--- src/rtl/serial_bit_sequence_encoder.sv ---
// Serializes 3-bit symbols MSB-first in back-to-back 3-cycle groups fed from a small FIFO.
// Symbol 3'b111 is never sent: it is dropped on input and IDLE_SYMBOL fills empty slots.
module serial_bit_sequence_encoder #(
   parameter int         DEPTH       = 4,
   parameter logic [2:0] IDLE_SYMBOL = 3'b000
) (
   input  logic                   clk,
   input  logic                   n_reset,
   input  logic [2:0]             in_symbol,
   input  logic                   in_valid,
   output logic                   in_ready,
   output logic                   out_bit,
   output logic                   group_start,
   output logic                   idle_fill,
   output logic                   illegal_symbol,
   output logic [$clog2(DEPTH):0] fifo_count
);
   localparam int AW = $clog2(DEPTH);
   localparam int CW = AW + 1;

   if (IDLE_SYMBOL == 3'b111) begin : g_bad_idle
      $error("IDLE_SYMBOL must not be 3'b111");
   end
   if (DEPTH < 2 || (DEPTH & (DEPTH - 1)) != 0) begin : g_bad_depth
      $error("DEPTH must be a power of 2 and at least 2");
   end

   typedef enum logic [1:0] {
      PH_BIT2 = 2'd0,
      PH_BIT1 = 2'd1,
      PH_BIT0 = 2'd2
   } phase_t;

   phase_t          phase_q, phase_d;
   logic [2:0]      shreg_q, shreg_d;
   logic            out_bit_q, out_bit_d;
   logic            group_start_q, group_start_d;
   logic            idle_fill_q, idle_fill_d;
   logic            illegal_q, illegal_d;
   logic [CW-1:0]   count_q, count_d;
   logic [AW-1:0]   wr_ptr_q, wr_ptr_d;
   logic [AW-1:0]   rd_ptr_q, rd_ptr_d;
   logic [2:0]      mem_q [DEPTH];
   logic [2:0]      mem_d [DEPTH];

   logic            xfer, push, pop;
   logic [2:0]      next_sym;

   // Handshake: a transfer happens on any rising edge where in_valid and in_ready are both
   // high; in_ready depends only on the registered count, so a pop cannot free a full slot early.
   assign in_ready = (count_q < CW'(DEPTH));

   always_comb begin
      xfer     = in_valid && in_ready;
      push     = xfer && (in_symbol != 3'b111);
      pop      = (phase_q == PH_BIT2) && (count_q != '0);
      next_sym = pop ? mem_q[rd_ptr_q] : IDLE_SYMBOL;

      phase_d       = phase_q;
      shreg_d       = shreg_q;
      out_bit_d     = out_bit_q;
      group_start_d = group_start_q;
      idle_fill_d   = idle_fill_q;
      illegal_d     = xfer && (in_symbol == 3'b111);

      mem_d = mem_q;
      if (push) begin
         mem_d[wr_ptr_q] = in_symbol;
      end
      wr_ptr_d = push ? wr_ptr_q + AW'(1) : wr_ptr_q;
      rd_ptr_d = pop  ? rd_ptr_q + AW'(1) : rd_ptr_q;
      count_d  = count_q + CW'(push) - CW'(pop);

      case (phase_q)
         PH_BIT2: begin
            out_bit_d     = next_sym[2];
            shreg_d       = next_sym;
            group_start_d = 1'b1;
            idle_fill_d   = !pop;
            phase_d       = PH_BIT1;
         end
         PH_BIT1: begin
            out_bit_d     = shreg_q[1];
            group_start_d = 1'b0;
            idle_fill_d   = 1'b0;
            phase_d       = PH_BIT0;
         end
         PH_BIT0: begin
            out_bit_d     = shreg_q[0];
            group_start_d = 1'b0;
            idle_fill_d   = 1'b0;
            phase_d       = PH_BIT2;
         end
         default: begin
            phase_d = PH_BIT2;
         end
      endcase
   end

   always_ff @(posedge clk or negedge n_reset) begin
      if (!n_reset) begin
         phase_q       <= PH_BIT2;
         shreg_q       <= '0;
         out_bit_q     <= 1'b0;
         group_start_q <= 1'b0;
         idle_fill_q   <= 1'b0;
         illegal_q     <= 1'b0;
         count_q       <= '0;
         wr_ptr_q      <= '0;
         rd_ptr_q      <= '0;
         mem_q         <= '{default: '0};
      end else begin
         phase_q       <= phase_d;
         shreg_q       <= shreg_d;
         out_bit_q     <= out_bit_d;
         group_start_q <= group_start_d;
         idle_fill_q   <= idle_fill_d;
         illegal_q     <= illegal_d;
         count_q       <= count_d;
         wr_ptr_q      <= wr_ptr_d;
         rd_ptr_q      <= rd_ptr_d;
         mem_q         <= mem_d;
      end
   end

   assign out_bit        = out_bit_q;
   assign group_start    = group_start_q;
   assign idle_fill      = idle_fill_q;
   assign illegal_symbol = illegal_q;
   assign fifo_count     = count_q;

endmodule

--- config.mk ---
export PLATFORM = sky130hd
export DESIGN_NAME = serial_bit_sequence_encoder
export DESIGN_NICKNAME = d
export VERILOG_FILES = /design/src/rtl/serial_bit_sequence_encoder.sv
export SDC_FILE = /design/constraint.sdc
export NUM_CORES = 1
export LEC_CHECK = 0
export BUFFER_PORTS_ARGS = -buffer_cell sky130_fd_sc_hd__buf_2
export CORE_MARGIN = 10
export CORE_UTILIZATION = 42
export DETAILED_ROUTE_END_ITERATION = 10
export MAX_ROUTING_LAYER = met4
export PLACE_DENSITY = 0.75
export SYNTH_ARGS = -nofsm -noshare
export SYNTH_HDL_FRONTEND = slang
export SYNTH_SLANG_ARGS = --single-unit
export TNS_END_PERCENT = 1
--- constraint.sdc ---
create_clock -name clk -period 2.2 [get_ports clk]
set_clock_uncertainty 0.2 [all_clocks]
set_input_delay 0.22 -clock clk [delete_from_list [all_inputs] [get_ports clk]]
set_output_delay 0.22 -clock clk [all_outputs]
set_load 0.005 [all_outputs]
==> flow_metrics.py, run 1 <==
metrics = {
    "run_status": {
        "status": "finished clean",
    },
    "power": {
        "p_leak_nw": 0.744,
        "power_density_nw_per_um2": 1100,
        "ir_drop_mv": 0.520,
        "power_w": 0.00175,
    },
    "routing": {
        "post_drt_wl_per_cell_um": 14.3,
        "dr.pass1.iters": 3,
        "drt-initial-drc-count": 37,
        "vias": 794,
        "via_per_inst": 4.96,
        "drt_wl_total_um": 2290,
        "postRouteAntennaNets": 0,
        "drc": 0,
    },
    "synthesis": {
        "synth.avg_cell_area_um2": 13.4,
        "postSynthCellCount": 96,
        "synthAdderAreaFrac_pct": 13.2,
        "synth-edff-count": 0,
        "yosys-top-cells-area": "dfrtp_1 52%, ha_1 12%, mux2_2 11%",
        "syn_nets": 115,
        "synth_top_family_by_area": "multiplexers",
        "async_flop_share_pct": 100,
        "synth_top_area_share_pct": 52.4,
        "yosysWarnings": 0,
        "ys_types": 21,
        "muxShareOfSynthArea_pct": 16.6,
        "seq_area_frac_synth_pct": 52.4,
        "synth_seq_cells": 27,
        "yosysTopAreaCell": "dfrtp_1",
        "synth_compound_area_share_pct": 3.88,
        "synth-simple-area-share_pct": 6.31,
        "synth_flop_cell": "dfrtp_1",
        "synth_area_um2": 1290,
        "synth_xor_area_share_pct": 3.40,
    },
    "cts": {
        "cts_buffers": 3,
        "clock_latency_ns": 0.32,
        "clk_pin_slew_worst_paths_ns": 0.14,
        "cts-root-buf": "clkbuf_4",
        "cts_sinks": 27,
        "cts_tree": "done",
        "ctsHtreeMaxLevel": 1,
        "cts_buffer_depth": 2,
    },
    "setup_path": {
        "path_class": "register to register",
        "cpPeakStageDelay_ns": 0.42,
        "worst-endpoint-arrival_ns": 2.23,
        "cp.required_ns": 2.25,
        "cp_cell_sequence": "inv_2, ha_4, o31a_1, ha_4, inv_2, ha_4, inv_2, fa_2, xnor2_2, xnor2_1",
        "cp-end-kind": "register",
        "cpMaxStageDelayCell": "dfrtp_1",
        "worstSetupStartpointType": "register",
        "crit_path_max_fanout": 3,
    },
    "sta": {
        "finalCriticalPeriod_ns": 2.19,
        "grt_setup_unrepaired": "true",
        "slew_headroom_pct": 60.1,
        "period_share_pct": 99.4,
        "worstMarginPinSlew_ns": 0.599,
        "setup_tns_ns": 0,
        "maxSlewViolCount": 0,
        "setup_violations": 0,
        "finalHoldViolCount": 0,
        "clock.fmax_mhz": 457,
    },
    "cells_and_area": {
        "multi_input_area_um2": 607,
        "insertedDiodeCount": 0,
        "post-route-util_pct": 52.8,
        "num-nets-final": 147,
        "area_delta_synth_final_pct": 22.9,
        "drive_above_1_share_pct": 43.3,
        "ff_latch_area_um2": 677,
        "fillers": 261,
    },
    "global_routing": {
        "globalRouteTotalUtil_pct": 9.45,
        "antenna_found_initial": 0,
        "grt_max_degree": 28,
        "overflow": 0,
        "grt_first_pass_wirelength_um": 4100,
        "grt_pass1_vias": 888,
    },
    "die": {
        "die_area_um2": 5680,
        "initial_core_util_pct": 42.9,
        "io_pins": 14,
        "die_w_um": 75.4,
        "die_h_um": 75.4,
        "core_um2": 3000,
        "row_count": 20,
    },
    "min_path": {
        "hp-class": "input port to register",
    },
    "placed_design": {
        "gp_congestion": 0.739,
        "place.detailed.hpwl_um": 1740,
        "io_buffers": 13,
    },
    "run": {
        "cap_violations": 0,
    },
}
## final timing paths
check,start,depth (start not counted),to,slack [ns]
setup / recovery,phase_q[0],10,fifo_count[2],0.01
setup reg to reg,phase_q[0],10,fifo_count[2],0.01
min in group asynchronous,n_reset,2,group_start,0.22
hold / removal,in_symbol[0],4,illegal_symbol,0.1
max in group asynchronous,n_reset,2,fifo_count[2],1.16
hold reg to reg,idle_fill,2,idle_fill,0.30
## cells in the mapped netlist, types with 2 or more instances
| cell | number |
|---|---|
| nor2b_1 | 2 |
| xnor2_1 | 4 |
| inv_1 | 10 |
| nand2_1 | 6 |
| mux4_2 | 3 |
| dfrtp_1 | 27 |
| ha_1 | 12 |
| a21oi_1 | 2 |
| o21ai_0 | 2 |
| mux2_2 | 13 |
| nand3_1 | 5 |
## routing by layer
metal,track usage (%),vias up,part of all wire (%)
met5,-,-,0
met4,0.619,0,0
met3,3.26,0,4.4
met2,15.4,14,49
met1,11.6,395,46
li1,-,385,-
## state kept, by name, summed over array words and instances, names as in the netlist
signal / cells
mem_q: 12
fifo_count: 3
phase_q: 2
rd_ptr_q: 2
shreg_q: 2
wr_ptr_q: 2
group_start: 1
idle_fill: 1
illegal_symbol: 1
out_bit: 1
## layout make-up
cell class	instances	share of cell area, %
Inverter	10	2.37
Clock buffer	4	1.66
Tap cell	33	2.61
Timing Repair Buffer	29	12.3
Sequential cell	27	42.7
Multi-Input combinational cell	57	38.3
## kinds of logic (layout without fill, tap and decap cells)
family / after synthesis / in the layout
multiplexers: 16 / 16
XOR/XNOR: 5 / 5
flip-flops: 27 / 27
AO/OA/AOI/OAI: 8 / 8
adder cells (fa/ha/maj): 13 / 13
AND/OR/NAND/NOR: 15 / 15
buffers and inverters: 12 / 43
## per-stage QoR
| step | hold WS, ns | instance area [um2] | setup slack [ns] | cells |
|---|---|---|---|---|
| final | 0.0962 | 1580 | 0.0135 | 160 |
| after global placement | 0.0479 | 1480 | 0.0377 | 147 |
| after CTS | 0.0956 | 1580 | 0.00540 | 159 |
| after global routing | 0.124 | 1580 | -0.0818 | 160 |
| after floorplan | -0.276 | 1340 | 0.00313 | 96 |
| after detailed placement | 0.0604 | 1480 | -0.0730 | 147 |
## power by group
part           internal [W]  switching (W)  leakage, nW  total [W]
logic              0.000411       0.000247        0.407   0.000658
clock network     0.0000710       0.000141       0.0150   0.000212
registers          0.000710       0.000168        0.323   0.000878
## critical path: cells and delay by family, from the launching register on
kind                     cells  cell delay, ns
AO/OA/AOI/OAI                1            0.19
XOR/XNOR                     2            0.33
adder cells (fa/ha/maj)      4            0.80
buffers and inverters        3            0.17
flip-flops                   1            0.42
## cell usage in the layout, fill, tap and decap left out, types with 2 or more instances in the layout
master          n
ha_1            9
nor2b_1         2
o21ai_0         2
clkbuf_4        3
dlygate4sd3_1   4
nand3_1         5
buf_4          12
dfrtp_1        26
mux2_2         13
nand2_1         6
inv_2           4
ha_4            3
xnor2_1         3
inv_1           6
mux4_2          3
buf_2          13
a21oi_1         2
## repair_timing
item,in CTS,in global routing
endpoints found under the setup margin,1,1
resized for setup,1,0
pin swaps,2,2
hold endpoints to repair,39,0
setup buffers,4,1
hold buffers,4,0
(Power assumes the default switching activity.)
==> run 2: changes to the inputs <==
--- a/config.mk
+++ b/config.mk
@@ -11,6 +11,7 @@
 export DETAILED_ROUTE_END_ITERATION = 10
 export MAX_ROUTING_LAYER = met4
 export PLACE_DENSITY = 0.75
+export SETUP_SLACK_MARGIN = 0.1
 export SYNTH_ARGS = -nofsm -noshare
 export SYNTH_HDL_FRONTEND = slang
 export SYNTH_SLANG_ARGS = --single-unit
==> constraint.sdc (replaced) <==
create_clock -name clk -period 2.2 [get_ports clk]
set_clock_uncertainty 0.2 [all_clocks]
set_input_delay 0.22 -clock clk [delete_from_list [all_inputs] [get_ports clk]]
set_output_delay 0.22 -clock clk [all_outputs]
set_load 0.1 [all_outputs]
==> flow_metrics.py, run 2 (same netlist as run 1, synthesis figures left out) <==
metrics = {
    "placed_design": {
        "io_buffers": 13,
        "place.detailed.hpwl_um": 1770,
        "gp_congestion": 0.820,
    },
    "routing": {
        "dr.pass1.iters": 4,
        "drt_wl_total_um": 2350,
        "postRouteAntennaNets": 0,
        "drc": 0,
        "post_drt_wl_per_cell_um": 14.3,
        "drt-initial-drc-count": 32,
        "via_per_inst": 4.95,
        "vias": 811,
    },
    "cells_and_area": {
        "area_delta_synth_final_pct": 26.0,
        "largest-register": "mem_q",
        "num-nets-final": 151,
        "drive_above_1_share_pct": 47.3,
        "final_common_cell": "dfrtp_1",
        "most-common-layout-cells": "24 x dfrtp_1, 16 x buf_4, 13 x mux2_2, 13 x buf_2, 9 x ha_1",
        "largest_reg_flops": 12,
        "insertedDiodeCount": 0,
    },
    "cts": {
        "cts_sinks": 27,
        "clk_pin_slew_worst_paths_ns": 0.14,
        "ctsHtreeMaxLevel": 1,
        "clock_latency_ns": 0.32,
        "cts_buffer_depth": 2,
        "cts-root-buf": "clkbuf_4",
        "cts_buffers": 3,
        "cts_tree": "done",
    },
    "global_routing": {
        "globalRouteTotalUtil_pct": 9.44,
        "grt_first_pass_wirelength_um": 4090,
        "overflow": 0,
        "grt_pass1_vias": 906,
        "antenna_found_initial": 0,
        "grt_max_degree": 28,
    },
    "sta": {
        "period_share_pct": 99.7,
        "grt_setup_unrepaired": "true",
        "clock.fmax_mhz": 456,
        "setup_violations": 0,
        "maxSlewViolCount": 0,
        "finalCriticalPeriod_ns": 2.19,
        "worstMarginPinSlew_ns": 0.584,
        "slew_headroom_pct": 61.1,
        "holdWs_ns": 0.120,
        "finalHoldViolCount": 0,
    },
    "min_path": {
        "holdCritStartpoint": "in_symbol[0]",
        "min_to": "illegal_symbol",
        "hp-class": "input port to register",
        "whs_path_depth": 4,
    },
    "die": {
        "io_pins": 14,
        "row_count": 20,
        "initial_core_util_pct": 42.9,
        "core_um2": 3000,
        "die_area_um2": 5680,
        "die_w_um": 75.4,
        "die_h_um": 75.4,
    },
    "setup_path": {
        "worstReg2RegStart": "fifo_count[1]",
        "crit_path_max_fanout": 2,
        "path_class": "register to register",
        "rrSetupSlack_ns": 0.007,
        "worstSetupStartpointType": "register",
        "cp-end-kind": "register",
        "cp.required_ns": 2.23,
        "r2r-end": "fifo_count[2]",
        "reg2reg_depth": 8,
        "worst-endpoint-arrival_ns": 2.22,
    },
    "power": {
        "p_switching_w": 0.000956,
        "power.share.switching_pct": 43.9,
        "p_leak_nw": 0.763,
        "clockPowerShare_pct": 9.6,
        "power.internal_w": 0.00122,
        "seqPwrFrac_pct": 40.4,
        "combPwrFrac_pct": 49.9,
        "power_w": 0.00218,
        "ir_drop_mv": 0.628,
        "power_density_nw_per_um2": 1340,
    },
    "run": {
        "cap_violations": 0,
    },
    "run_status": {
        "status": "finished clean",
    },
}
## run 2: what timing repair did
action | 4_1_cts | 5_1_grt
setup endpoints to repair | 2 | 2
resized for setup | 2 | 4
buffers inserted | 3 | 2
hold buffers | 4 | 0
hold endpoints to repair | 39 | 0
pin swaps | 3 | 3
## run 2: area by class of cell
| cell class | instances | area [um2] |
|---|---|---|
| Clock buffer | 4 | 26.3 |
| Fill cell | 258 | 1380 |
| Inverter | 10 | 40.0 |
| Multi-Input combinational cell | 57 | 607 |
| Sequential cell | 27 | 684 |
| Tap cell | 33 | 41.3 |
| Timing Repair Buffer | 33 | 225 |
## run 2: power groups by stage
stage | combinational (W) | clock [W] | sequential [W]
2_1_floorplan | 0.000558 | 0 | 0.00119
3_3_place_gp | 0.00104 | 0 | 0.000884
3_5_place_dp | 0.00107 | 0 | 0.000899
4_1_cts | 0.00110 | 0.000223 | 0.000883
5_1_grt | 0.00117 | 0.000240 | 0.000915
6_report | 0.00109 | 0.000210 | 0.000882
## run 2: worst max-delay path by stage
stage	from	end	slack (ns)
after global placement	fifo_count[2]	fifo_count[2]	0.02
after floorplan	fifo_count[2]	fifo_count[2]	-0.26
after detailed placement	fifo_count[2]	fifo_count[2]	-0.03
after global routing	fifo_count[1]	fifo_count[2]	-0.05
final	fifo_count[1]	fifo_count[2]	0.007
after CTS	phase_q[0]	fifo_count[2]	0.0009
## run 2: critical path, stage by stage (launching register included)
cell     delay, ns
dfrtp_4       0.51
o31a_1        0.34
ha_4          0.23
inv_4         0.05
ha_4          0.11
inv_2         0.03
fa_2          0.36
xnor2_2       0.14
xnor2_1       0.12
## run 2: layer usage
layer | up-vias | routed length, um | track usage, %
met4 | 0 | 10 | 1.86
met1 | 398 | 1080 | 10.5
met5 | - | 0 | -
met2 | 14 | 1150 | 16.1
met3 | 2 | 109 | 3.26
li1 | 397 | - | -
## run 2: per-stage QoR
step	cells	area [um2]	TNS, ns	utilization (%)	worst slack (ns)
floorplan	96	1340	-0.420	-	-0.261
global placement	151	1510	0	50.1	0.0165
finish	164	1620	0	54.1	0.00655
detailed placement	151	1510	-0.0344	50.1	-0.0344
global route	164	1620	-0.0483	54.1	-0.0483
CTS	162	1600	0	53.2	0.000919
==> run 3: changes to the inputs <==
--- a/config.mk
+++ b/config.mk
@@ -6,6 +6,7 @@
 export NUM_CORES = 1
 export LEC_CHECK = 0
 export BUFFER_PORTS_ARGS = -buffer_cell sky130_fd_sc_hd__buf_2
+export CORE_ASPECT_RATIO = 2
 export CORE_MARGIN = 10
 export CORE_UTILIZATION = 42
 export DETAILED_ROUTE_END_ITERATION = 10
==> flow_metrics.py, run 3 (same netlist as run 1, synthesis figures left out) <==
metrics = {
    "run_status": {
        "status": "finished clean",
    },
    "min_path": {
        "holdCritStartpoint": "in_symbol[0]",
        "hp-class": "input port to register",
    },
    "sta": {
        "worstMarginPinSlew_ns": 0.605,
        "maxSlewViolCount": 0,
        "clock.fmax_mhz": 456,
        "grt_setup_unrepaired": "true",
        "setup_tns_ns": 0,
        "slew_headroom_pct": 59.7,
        "finalHoldViolCount": 0,
        "worst_slack_ns": 0.00902,
        "setup_violations": 0,
        "finalCriticalPeriod_ns": 2.19,
        "holdWs_ns": 0.0349,
        "period_share_pct": 99.6,
    },
    "routing": {
        "dr.pass1.iters": 2,
        "drt-initial-drc-count": 8,
        "drt_wl_total_um": 2390,
        "drc": 0,
        "vias": 803,
        "postRouteAntennaNets": 0,
        "post_drt_wl_per_cell_um": 15.1,
        "via_per_inst": 5.08,
    },
    "power": {
        "power_w": 0.00222,
        "ir_drop_mv": 0.654,
        "p_leak_nw": 0.756,
        "power_density_nw_per_um2": 1380,
    },
    "placed_design": {
        "io_buffers": 13,
        "dp_slack_ns": -0.0247,
        "placed_cells_incl_taps": 148,
        "gp_congestion": 0.813,
        "place.detailed.hpwl_um": 1900,
    },
    "global_routing": {
        "grt_pass1_vias": 910,
        "overflow": 0,
        "grt_max_degree": 28,
        "grt_first_pass_wirelength_um": 4060,
        "globalRouteTotalUtil_pct": 9.16,
        "antenna_found_initial": 0,
    },
    "setup_path": {
        "cp-end-kind": "register",
        "cpPeakStageDelay_ns": 0.48,
        "cp_cell_sequence": "o31a_1, ha_4, inv_2, ha_4, inv_2, fa_2, xnor2_2, xnor2_1",
        "crit_family": "adder cells",
        "cp.required_ns": 2.16,
        "worst-path-buf-inv": 2,
        "worstReg2RegStart": "fifo_count[1]",
        "crit_path_max_fanout": 2,
        "path_class": "register to register",
        "worstSetupStartpointType": "register",
        "cp-startpoint": "fifo_count[1]",
        "worst-endpoint-arrival_ns": 2.15,
        "cpMaxStageDelayCell": "dfrtp_4",
    },
    "cells_and_area": {
        "largest-register": "mem_q",
        "drive_above_1_share_pct": 48.4,
        "num-nets-final": 148,
        "largest_reg_flops": 12,
        "instances_no_fill": 158,
        "final_common_cell": "dfrtp_1",
        "insertedDiodeCount": 0,
        "area_delta_synth_final_pct": 24.7,
        "most-common-layout-cells": "24 x dfrtp_1, 16 x buf_4, 13 x mux2_2, 13 x buf_2, 9 x ha_1",
    },
    "cts": {
        "ctsHtreeMaxLevel": 1,
        "cts-root-buf": "clkbuf_8",
        "cts_buffer_depth": 2,
        "clk_pin_slew_worst_paths_ns": 0.09,
        "cts_sinks": 27,
        "clock_latency_ns": 0.27,
        "cts_tree": "done",
        "cts_buffers": 3,
    },
    "die": {
        "die_w_um": 59.2,
        "initial_core_util_pct": 43.8,
        "die_h_um": 98.3,
        "io_pins": 14,
        "core_um2": 2940,
        "die_area_um2": 5820,
        "row_count": 28,
    },
    "run": {
        "cap_violations": 0,
    },
}
[run 3: cell count changes in the layout (fill, tap and decap cells not counted)]
cell / before / now
dlygate4sd3_1: 4 / 1
clkbuf_8: 0 / 3
clkbuf_4: 3 / 0
inv_4: 1 / 0
inv_2: 4 / 5
[run 3: power by group]
part / internal (W) / switching, W / total (W)
clock network: 0.000129 / 0.000146 / 0.000275
registers: 0.000724 / 0.000161 / 0.000885
logic: 0.000413 / 0.000650 / 0.00106
total: 0.00127 / 0.000957 / 0.00222
[run 3: worst paths after layout]
check	cells after the start	endpoint	slack, ns
max	8	fifo_count[2]	0.009
min	2	mem_q[0]	0.03
max reg2reg	8	fifo_count[2]	0.009
min reg2reg	2	group_start	0.29
max in group asynchronous	2	fifo_count[1]	1.06
min in group asynchronous	2	shreg_q[0]	0.29
[run 3: worst register-to-register path, stage by stage, from the launching register on]
cell	delay, ns
dfrtp_4	0.48
o31a_1	0.34
ha_4	0.22
inv_2	0.06
ha_4	0.12
inv_2	0.03
fa_2	0.36
xnor2_2	0.14
xnor2_1	0.12
[run 3: layout make-up]
class,count,area [um2]
inverters,10,37.5
well taps,30,37.5
flip-flops and latches,27,684
clock buffers,4,45.0
multi-input cells,57,607
fillers,261,1340
repair buffers,30,195
[run 3: routing by layer]
layer | part of all wire (%) | vias to the layer above | GRT usage [%] | wire (um)
met5 | 0 | - | - | 0
met3 | 4.4 | 2 | 2.98 | 104
met2 | 59 | 8 | 15.4 | 1420
met1 | 35 | 408 | 8.60 | 831
met4 | 1.3 | 0 | 5.15 | 31
li1 | - | 385 | - | -
[run 3: metrics by stage]
stage               area, um2  utilization, %
global route             1610            54.6
CTS                      1590            54.0
floorplan                1340               -
global placement         1500            51.0
finish                   1610            54.6
detailed placement       1500            51.0
[run 3: timing repair]
item                                    4_1_cts  5_1_grt
pin swaps                                     3        1
buffers inserted                              4        1
hold buffers                                  1        0
hold endpoints to repair                     27        0
gates resized for setup                       1        4
endpoints found under the setup margin        2        2
